===== config.mk =====
export PLATFORM = sky130hd
export DESIGN_NAME = hit_scorer
export DESIGN_NICKNAME = d
export VERILOG_FILES = /design/src/rtl/hit_scorer_pkg.sv /design/src/rtl/seg7_decode.sv /design/src/rtl/hit_scorer.sv
export SDC_FILE = /design/constraint.sdc
export NUM_CORES = 1
export LEC_CHECK = 0
export CAP_MARGIN = 40
export CELL_PAD_IN_SITES_DETAIL_PLACEMENT = 1
export CELL_PAD_IN_SITES_GLOBAL_PLACEMENT = 1
export CORE_ASPECT_RATIO = 2
export CORE_MARGIN = 2
export CORE_UTILIZATION = 35
export DETAILED_ROUTE_END_ITERATION = 10
export PLACE_DENSITY = 0.73
export SLEW_MARGIN = 30
export SYNTH_ARGS = -nofsm -noshare
export SYNTH_HDL_FRONTEND = slang
export SYNTH_SLANG_ARGS = --single-unit

===== constraint.sdc =====
create_clock -name clk -period 3.95 [get_ports clk]
set_input_delay 0.9875 -clock clk [delete_from_list [all_inputs] [get_ports clk]]
set_output_delay 0.9875 -clock clk [all_outputs]
set_load 0.05 [all_outputs]

===== src/rtl/hit_scorer_pkg.sv =====
// Shared types and constants for the reaction-game scorer: segment patterns,
// round state encoding and the BCD digit type.
package hit_scorer_pkg;

    // Segment patterns, bit 7 = a ... bit 1 = g, bit 0 = dp, active high
    localparam logic [7:0] SEG_0     = 8'hFC;
    localparam logic [7:0] SEG_1     = 8'h60;
    localparam logic [7:0] SEG_2     = 8'hDA;
    localparam logic [7:0] SEG_3     = 8'hF2;
    localparam logic [7:0] SEG_4     = 8'h66;
    localparam logic [7:0] SEG_5     = 8'hB6;
    localparam logic [7:0] SEG_6     = 8'hBE;
    localparam logic [7:0] SEG_7     = 8'hE0;
    localparam logic [7:0] SEG_8     = 8'hFE;
    localparam logic [7:0] SEG_9     = 8'hF6;
    localparam logic [7:0] SEG_BLANK = 8'h00;

    typedef enum logic {
        ARMED  = 1'b0,
        SCORED = 1'b1
    } state_e;

    typedef logic [3:0] bcd_t;

endpackage


===== src/rtl/seg7_decode.sv =====
// One BCD digit to an 8-bit a..g,dp segment pattern; non-decimal codes blank.
module seg7_decode
    import hit_scorer_pkg::*;
(
    input  bcd_t       digit,
    output logic [7:0] seg
);

    always_comb begin
        seg = SEG_BLANK;
        case (digit)
            4'd0: seg = SEG_0;
            4'd1: seg = SEG_1;
            4'd2: seg = SEG_2;
            4'd3: seg = SEG_3;
            4'd4: seg = SEG_4;
            4'd5: seg = SEG_5;
            4'd6: seg = SEG_6;
            4'd7: seg = SEG_7;
            4'd8: seg = SEG_8;
            4'd9: seg = SEG_9;
            default: seg = SEG_BLANK;
        endcase
    end

endmodule


===== src/rtl/hit_scorer.sv =====
// Reaction-game scoring engine: keypad press vs. target, BCD score, 7-seg out.
// Optional MISS_PENALTY_EN makes every miss decrement the score (floored at 0).
module hit_scorer
    import hit_scorer_pkg::*;
#(
    parameter int NUM_TARGETS = 4,
    parameter int KEY_W       = 4,
    parameter int DIGITS      = 2,
    parameter int WRAP        = 1,
    localparam int TSEL_W     = (NUM_TARGETS > 1) ? $clog2(NUM_TARGETS) : 1
) (
    input  logic                  clk,
    input  logic                  rst,
    input  logic [KEY_W-1:0]      key_code,
    input  logic [TSEL_W-1:0]     target_sel,
    input  logic                  target_valid,
    input  logic                  score_clr,
    output logic [4*DIGITS-1:0]   score_bcd,
    output logic [8*DIGITS-1:0]   seg,
    output logic                  hit,
    output logic                  miss,
    output logic                  wrapped
);

    // Wide enough to hold target_sel+1 and any key code without truncation
    localparam int CMP_W = ((KEY_W > TSEL_W) ? KEY_W : TSEL_W) + 1;

    logic [KEY_W-1:0]      key_q, key_d;
    logic [TSEL_W-1:0]     target_q, target_d;
    logic                  tvalid_q, tvalid_d;
    state_e                state_q, state_d;
    bcd_t [DIGITS-1:0]     score_q, score_d;
    logic                  hit_q, hit_d;
    logic                  miss_q, miss_d;
    logic                  wrapped_q, wrapped_d;

    logic                  press;
    logic                  rearm;
    state_e                state_eff;
    logic                  key_match;
    logic                  hit_now;
    logic [CMP_W-1:0]      key_ext;
    logic [CMP_W-1:0]      tgt_ext;

    bcd_t [DIGITS-1:0]     score_inc;
    logic                  all_nines;

    // Press detection and re-arm are both edge-style comparisons against last cycle
    always_comb begin
        press     = (key_code != '0) && (key_code != key_q);
        rearm     = target_valid && ((target_sel != target_q) || !tvalid_q);
        state_eff = rearm ? ARMED : state_q;
        key_ext   = CMP_W'(key_code);
        tgt_ext   = CMP_W'(target_sel) + CMP_W'(1);
        key_match = (key_ext == tgt_ext) && (key_ext <= CMP_W'(NUM_TARGETS));
        hit_now   = press && (state_eff == ARMED) && target_valid && key_match;
    end

    always_comb begin
        logic carry;
        score_inc = score_q;
        carry     = 1'b1;
        for (int i = 0; i < DIGITS; i++) begin
            if (carry) begin
                if (score_q[i] == 4'd9) begin
                    score_inc[i] = 4'd0;
                end else begin
                    score_inc[i] = score_q[i] + 4'd1;
                    carry        = 1'b0;
                end
            end
        end
        all_nines = carry;
    end

`ifdef MISS_PENALTY_EN
    bcd_t [DIGITS-1:0]     score_dec;
    logic                  score_zero;

    always_comb begin
        logic borrow;
        score_dec  = score_q;
        borrow     = 1'b1;
        score_zero = (score_q == '0);
        for (int i = 0; i < DIGITS; i++) begin
            if (borrow) begin
                if (score_q[i] == 4'd0) begin
                    score_dec[i] = 4'd9;
                end else begin
                    score_dec[i] = score_q[i] - 4'd1;
                    borrow       = 1'b0;
                end
            end
        end
    end
`endif

    always_comb begin
        key_d     = key_code;
        target_d  = target_sel;
        tvalid_d  = target_valid;
        state_d   = state_eff;
        score_d   = score_q;
        hit_d     = 1'b0;
        miss_d    = 1'b0;
        wrapped_d = 1'b0;

        if (score_clr) begin
            score_d = '0;
            state_d = ARMED;
        end else if (hit_now) begin
            state_d = SCORED;
            hit_d   = 1'b1;
            if (all_nines) begin
                wrapped_d = 1'b1;
                score_d   = (WRAP != 0) ? score_inc : score_q;
            end else begin
                score_d = score_inc;
            end
        end else if (press) begin
            miss_d = 1'b1;
`ifdef MISS_PENALTY_EN
            if (!score_zero)
                score_d = score_dec;
`endif
        end
    end

    always_ff @(posedge clk) begin
        if (rst) begin
            key_q     <= '0;
            target_q  <= '0;
            tvalid_q  <= 1'b0;
            state_q   <= ARMED;
            score_q   <= '0;
            hit_q     <= 1'b0;
            miss_q    <= 1'b0;
            wrapped_q <= 1'b0;
        end else begin
            key_q     <= key_d;
            target_q  <= target_d;
            tvalid_q  <= tvalid_d;
            state_q   <= state_d;
            score_q   <= score_d;
            hit_q     <= hit_d;
            miss_q    <= miss_d;
            wrapped_q <= wrapped_d;
        end
    end

    assign score_bcd = score_q;
    assign hit       = hit_q;
    assign miss      = miss_q;
    assign wrapped   = wrapped_q;

    for (genvar k = 0; k < DIGITS; k++) begin : g_seg
        seg7_decode u_dec (
            .digit (score_q[k]),
            .seg   (seg[8*k +: 8])
        );
    end

endmodule

==> summary.txt, run 1 <==
Run status
  • Outcome: finished, final reports clean

Worst hold path
  • HP Start: score_bcd[7]
  • Min-Delay Endpoint: wrapped
  • Worst hold stages: 2
  • Class of the worst hold path: flip-flop to flip-flop

Finish
  • Commonest non-fill, non-tap cell in the layout: dfxtp_1
  • Final std cells w/o fill: 327
  • Multi-input gate area: about 0.0012 mm2
  • Ratio of cells with drive above 1 in the final layout: 22.7%
  • Ant diodes: 0
  • FILL cells: around 610
  • Most frequent cells in the layout: dfxtp_1, clkdlybuf4s50_1, buf_4, nor2_1, nor2b_1
  • FF/Latch Area: between 600 and 700 um2
  • Area growth syn-to-layout: 40.3%
  • Fin nets: about 290

Yosys
  • Synth Cell Area: around 0.0019 mm2
  • Area contributors post-synth: dfxtp_1, ha_1, nor2b_1
  • Avg Inst Size Synth: 8.94 um2
  • YS warnings: 0
  • Cells after Synth: 210
  • Number of register bits inferred by synthesis: 33
  • Primary FF master, synth: dfxtp_1
  • Post-synth EDFFs: 0
  • Dominant cell type by area after synthesis: dfxtp_1
  • Sequential area share after synthesis: approximately a third
  • FFs w/ async S/R, synth: 0%
  • Synth top area share: between 30% and 40%
  • Synth cell types: 57

Power and ir drop
  • P_sw: between 0.15 and 0.2 mW
  • Sw Ratio: approximately a quarter
  • Leak pwr: 1.03 nW
  • Final Total Pwr: between 0.6 and 0.7 mW
  • Seq pwr share: 49.2%
  • Internal power: 0.524 mW
  • Peak supply drop: around 0.18 mV
  • Gate power share: 9.6%
  • Pwr/cell area: 262 mW/mm2
  • Clock share of power: roughly two fifths

CTS
  • Clock transition at path regs: about 70 ps
  • CTS Hold Bufs: 0
  • H-tree lvl count: 2
  • CTS sink cnt: 33
  • Worst skew pair latency: between 200 and 300 ps
  • CTS tree: done
  • Root buf cell: clkbuf_8
  • TritonCTS Buffers: 5
  • Clk buf depth: 2

Global route
  • All-layer global routing usage: a little under a fifth
  • First-pass GRT wire length: 8450 um
  • Initial antenna violation count: 0
  • Vias in the first global route: ~1800
  • Largest net degree at the start of global routing: 23
  • GRT overflow: 0

Worst setup path
  • CP Cell Sequence: clkdlybuf4s50_1 -> or3b_4 -> a2111oi_4 -> nor3b_4 -> nand2_2 -> xor2_1 -> nor2_1 -> buf_4 -> ha_2 -> o32a_1 -> nor2_1 -> or3_1
  • Family with the most delay on the worst path: simple AND/OR/NAND/NOR gates
  • Startpoint types: input port
  • Worst R2R Setup Slack: ~1200 ps
  • CP Data Arrival Time: about 4000 ps
  • Req. time, crit path: roughly 4000 ps
  • Cell mode on critical path: nor2_1
  • Slowest stage delay, CP: around 430 ps
  • Reg2reg path depth: 9
  • Reg2reg end: g_seg[1].u_dec.seg[4]
  • WS Path Type: input port to flip-flop
  • CP Capture Type: flip-flop
  • Crit path max-delay cell type: clkdlybuf4s50_1
  • Critical Path Fanout Max: 3
  • CP Buf/Inv Count: 2
  • Worst reg2reg startpoint: score_bcd[2]

Die
  • IO Pins: 37
  • FP Rows: 37
  • Die height: around 110 um
  • Initial core utilization: a little over a third
  • DIE AREA: between 0.005 and 0.006 mm2
  • Core ar.: 0.00514 mm2
  • Die W: 55.8 um

Drt
  • Met1 wire length: about 2000 um
  • Met2 wire len: just over 3000 um
  • Routed vias/inst: roughly 5.4
  • WL final: 5180 um
  • DRT iter0 DRCs: 39
  • DR pass1 iterations: 4
  • Met3 wire length: approximately 100 um
  • Total number of vias: ~1800
  • Routed Antenna Nets: 0
  • DRC viols: 0
  • Top Layer Used: met4
  • DR WL/cell: about 16 um

STA
  • Layout Skew: approximately 4.8 ps
  • Worst-margin pin slew: approximately 630 ps
  • Fin. Hold Viols: 0
  • Final setup violation count: 0
  • Final cycle utilization of the critical path: 95.0%
  • F_max: roughly 0.27 GHz
  • Slew Limit Fails: 0
  • Min Tclk post-route: 3750 ps
  • Worst relative slew slack: a little under 60%
  • Setup tns final: 0 ps

Placement
  • Port Buffer Count: 34
  • Final RePlAce weighted congestion: between 0.8 and 0.9
  • Placed cell count: 315
  • Post-DP HPWL: about 3800 um

Run
  • Max Cap Viol: 0
worst min-delay path, cell delays in order (launching register included):
cell     delay, ps
dfxtp_1        380
nand3_1         90
nor2_1          40
power by group through the flow:
stage               Combinational (mW)  Clock [mW]  Sequential, mW
global placement                0.0617           0           0.347
CTS                             0.0646       0.292           0.339
global route                    0.0707       0.307           0.340
finish                          0.0660       0.284           0.339
detailed placement              0.0638           0           0.347
floorplan                       0.0317           0           0.350
Yosys cell counts (all sizes together) (2+ instances only):
cell / n
dfxtp: 33
nor2: 16
o21ai: 14
ha: 13
nand2: 13
nor2b: 13
nand3: 9
inv: 8
a21oi: 7
clkbuf: 7
xnor2: 6
buf: 5
nor4: 5
xor2: 5
mux2i: 4
nand2b: 4
or2: 4
or3: 4
a21o: 3
a2111oi: 2
a211oi: 2
a31oi: 2
and2: 2
and3: 2
mux2: 2
nand4: 2
nor3b: 2
routing by layer:
metal / vias up / GRT usage (%)
met2: 24 / 36.1
met4: 0 / 7.14
met1: 884 / 17.6
met3: 8 / 2.88
li1: 854 / -
met5: - / 0
kinds of logic (layout without fill, tap and decap cells):
family                     after synthesis  count (layout)  synth area share, %
xor gates and xnor gates                11              11                 5.13
DFF                                     33              33                 35.2
buffers and inverters                   20              78                 4.87
muxes                                    6               6                 4.00
and+or+nand+nor                         80              80                 23.6
other                                    1               2                0.200
adders and majority gates               13              13                 8.67
AOI/OAI and AO/OA                       46              46                 18.3
cell type report:
class	instances	share of cell area (%)
Inverter	8	1.14
Multi-Input combinational cell	158	46.0
Sequential cell	33	25.1
Clock inverter	1	0.190
Timing Repair Buffer	62	21.1
Clock buffer	7	3.66
Tap cell	58	2.76
per-stage QoR:
| stage | cell area [um2] | utilization [%] | worst slack [ps] | hold slack [ps] |
|---|---|---|---|---|
| floorplan | 1880 | - | 154 | 562 |
| global route | 2630 | 51.3 | -37.3 | 572 |
| CTS | 2530 | 49.3 | 17.0 | 557 |
| global placement | 2410 | 46.9 | -292 | 534 |
| detailed placement | 2410 | 46.9 | -408 | 538 |
| finish | 2630 | 51.3 | 199 | 551 |
flip-flops by register name, indices dropped and copies added (netlist names):
name / cells
hit: 1
wrapped: 1
score_bcd: 8
miss: 1
target_q: 2
key_q: 4
state_q: 1
tvalid_q: 1
g_seg.u_dec.seg: 14
worst max-delay path by stage:
stage | startpoint | end | slack, ps | cells past startpoint
after global routing | key_code[0] | g_seg[0].u_dec.seg[3] | -40 | 13
after floorplan | target_sel[0] | g_seg[0].u_dec.seg[3] | 150 | 13
after detailed placement | target_sel[1] | g_seg[0].u_dec.seg[2] | -410 | 12
after CTS | target_sel[1] | g_seg[0].u_dec.seg[2] | 20 | 12
final | key_code[0] | g_seg[0].u_dec.seg[7] | 200 | 12
after global placement | target_sel[0] | g_seg[0].u_dec.seg[2] | -290 | 12
repair_timing:
| item | CTS | global route |
|---|---|---|
| gates resized for setup | 6 | 22 |
| endpoints found under the setup margin | 6 | 12 |
| pin swaps | 2 | 7 |
| setup buffers | 0 | 3 |
| hold endpoints to repair | 0 | 0 |
| gates cloned | 0 | 1 |
Power figures use the tool's default switching activity.
==> run 2, diff against run 1 <==
--- a/config.mk
+++ b/config.mk
@@ -5,15 +5,16 @@
 export SDC_FILE = /design/constraint.sdc
 export NUM_CORES = 1
 export LEC_CHECK = 0
-export CAP_MARGIN = 40
+export CAP_MARGIN = 20
 export CELL_PAD_IN_SITES_DETAIL_PLACEMENT = 1
 export CELL_PAD_IN_SITES_GLOBAL_PLACEMENT = 1
 export CORE_ASPECT_RATIO = 2
 export CORE_MARGIN = 2
 export CORE_UTILIZATION = 35
 export DETAILED_ROUTE_END_ITERATION = 10
+export GPL_ROUTABILITY_DRIVEN = 1
 export PLACE_DENSITY = 0.73
-export SLEW_MARGIN = 30
+export SLEW_MARGIN = 10
 export SYNTH_ARGS = -nofsm -noshare
 export SYNTH_HDL_FRONTEND = slang
 export SYNTH_SLANG_ARGS = --single-unit
==> results of run 2 <==
Final layout, timing and power as in run 1 (identical DEF).
==> run 3, diff against run 2 <==
--- a/config.mk
+++ b/config.mk
@@ -12,7 +12,6 @@
 export CORE_MARGIN = 2
 export CORE_UTILIZATION = 35
 export DETAILED_ROUTE_END_ITERATION = 10
-export GPL_ROUTABILITY_DRIVEN = 1
 export PLACE_DENSITY = 0.73
 export SLEW_MARGIN = 10
 export SYNTH_ARGS = -nofsm -noshare
==> results of run 3 <==
Final layout, timing and power as in run 1 (identical DEF).
==> RTL change, RTL diff (settings of run 2) <==
Put a register stage on the output `seg`, cleared by the reset. The value now appears one clock later. The other outputs are not delayed to match.
--- a/src/rtl/hit_scorer.sv
+++ b/src/rtl/hit_scorer.sv
@@ -25,4 +25,6 @@
     // Wide enough to hold target_sel+1 and any key code without truncation
     localparam int CMP_W = ((KEY_W > TSEL_W) ? KEY_W : TSEL_W) + 1;
+
+    logic [8*DIGITS-1:0] seg_d;
 
     logic [KEY_W-1:0]      key_q, key_d;
@@ -157,7 +159,15 @@
         seg7_decode u_dec (
             .digit (score_q[k]),
-            .seg   (seg[8*k +: 8])
+            .seg   (seg_d[8*k +: 8])
         );
     end
 
+    always_ff @(posedge clk) begin
+        if (rst) begin
+            seg <= '0;
+        end else begin
+            seg <= seg_d;
+        end
+    end
+
 endmodule
Function: changed (Yosys sat finds a counterexample within 4 cycles, from zero or initial values and one cycle with rst high).
==> RTL change against run 2 <==
- total power grew 2.8%
- combinational power rose by 29%
- sequential share of layout area increased by 6.5 points
- sequential cell count did not move
- clock skew is 0.0042 ns higher
- non-clock buffer count down 27
- via count decreased by 23%
- synthesized area shrank 14%
- cell area down 21%
- routed wire length decreased by 31%
- worst hold slack better by 0.027 ns
- sequential power increased by 3%
- setup slack improved by 0.50 ns
- utilization decreased by 4.9 points
- largest cell class unchanged
- highest routed layer unchanged
==> RTL change: results (changes against run 2) <==
mux contribution to synthesized area=2.55% (-1.4 points); Placed Area=1990 sq um (-18%); layout net count=244 (-16%); cells on worst reg2reg path=5 (-4); Syn. warnings=0 (unchanged); GRT Total Usage=16.4% (-1.7 points); met1 Track Usage GR=18.3% (+0.67 points); placed cell count=266 (-16%); PostCTS Resize Cnt=0 (-6); Met3 Wirelength=146 microns (+42%); post-synthesis cell type count=38 (-33%); DRC viols=0 (unchanged); worst path arrival time=3.47 ns (-0.45 ns); Port Buffers=34 (unchanged); Synth Area in Adders=12.4% (+3.7 points); Hold Path End=state_q; Reg-to-Reg End=score_bcd[2]; worst slack, placed=0.380 ns (+0.788 ns); max_slew headroom=65.7% (+7.9 points); met2 WL=1.83 mm (-40%); met2 usage=28.0% (-8.1 points); Total Routed Length=3.57 mm (-31%); vias in the first global route=1451 (-20%); hpwl dp=2.68 mm (-29%); Post-Synth XOR/XNOR Area=5.95% (+0.82 points); Critical Path Max Stage Delay=0.72 ns (+0.29 ns); vias=1362 (-23%); ANT cells=0 (unchanged); average wire per standard cell=13.0 microns (-18%); leak pwr=0.000818 uW (-20%); Peak VDD IR=0.301 mV (+64%); Post-Route M1 WL=1.51 mm (-22%); Iteration-0 DRC Markers=10 (-74%); worst r2r src=key_q[0]; max reg flops=14 (unchanged); routing usage on met3=3.87% (+0.98 points); layout cells sized above 1=5.48% (-17 points); first-pass GRT wire length=6.42 mm (-24%); status=finished, final reports clean; DRT Pass-1 Iters=3 (-1); flop2flop setup slack=1.81 ns (+0.59 ns); top post-synthesis cells by area=dfxtp_1 (41%), ha_1 (12%), a21oi_1 (5.9%); top cells by count, synth=dfxtp_1 (33), nor2_1 (24), a21oi_1 (19), ha_1 (16); Async SR Flop Fraction=0% (unchanged); crit path max-delay cell type=or4b_1; gpl congestion=0.743 (-7.9%); clk_skew=0.00900 ns (+0.00416 ns); hold path start=tvalid_q; largest net degree at the start of global routing=17 (-26%); compound-gate portion of the synthesized area=12.1% (-6.2 points); Mapped Avg Cell Area=8.70 sq um (-2.6%); CP max FO=16 (+13); register area share after synthesis=40.8% (+5.6 points)
RTL change: cell count changes after synthesis, sizes merged, moves of 3 or more:
cell and delta:
ha +3, a21oi +12, xnor2 -3, nor4 -4, xor2 +3, nand3 -4, nor2 +8, o21ai -11
nor2b -5, a21o -3, nand2 -3
RTL change: worst max-delay path by stage:
stage / startpoint / end / slack [ns] / depth (start not counted)
final: target_sel[0] / score_bcd[2] / 0.70 / 7
after global placement: target_sel[0] / score_bcd[2] / 0.48 / 7
after global routing: target_sel[0] / score_bcd[7] / 0.50 / 7
after CTS: target_sel[0] / score_bcd[2] / 0.68 / 7
after floorplan: target_sel[0] / score_bcd[2] / 1.26 / 6
after detailed placement: target_sel[0] / score_bcd[2] / 0.38 / 7
RTL change: layout make-up:
cell class / count / area, sq um
Fill cell: 543 / 2420
Multi-Input combinational cell: 133 / 875
Sequential cell: 33 / 661
Timing Repair Buffer: 35 / 348
Clock buffer: 7 / 96.3
Tap cell: 55 / 68.8
Inverter: 10 / 37.5
Clock inverter: 1 / 5.00
RTL change: stage by stage:
stage          hold WS, ns  total power (uW)
4_1_cts              0.594               722
2_1_floorplan        0.531               410
3_3_place_gp         0.569               441
3_5_place_dp         0.570               442
5_1_grt              0.646               745
6_report             0.579               709
RTL change: worst min-delay path, stage by stage (launching register included):
cell	delay [ns]
dfxtp_1	0.31
a41oi_1	0.10
a21oi_1	0.13
RTL change: cells by family after synthesis:
kind of cell / Yosys count
mux: 4
simple gates: 67
buf+inv: 21
other cells: 1
xor+xnor: 11
flops: 33
fa+ha+maj: 16
compound gates: 33
RTL change: report_power, final:
| group | switching [uW] | internal [uW] | total [uW] |
|---|---|---|---|
| registers | 3.56 | 344 | 348 |
| logic | 53.5 | 31.6 | 85.2 |
| clock network | 119 | 157 | 276 |
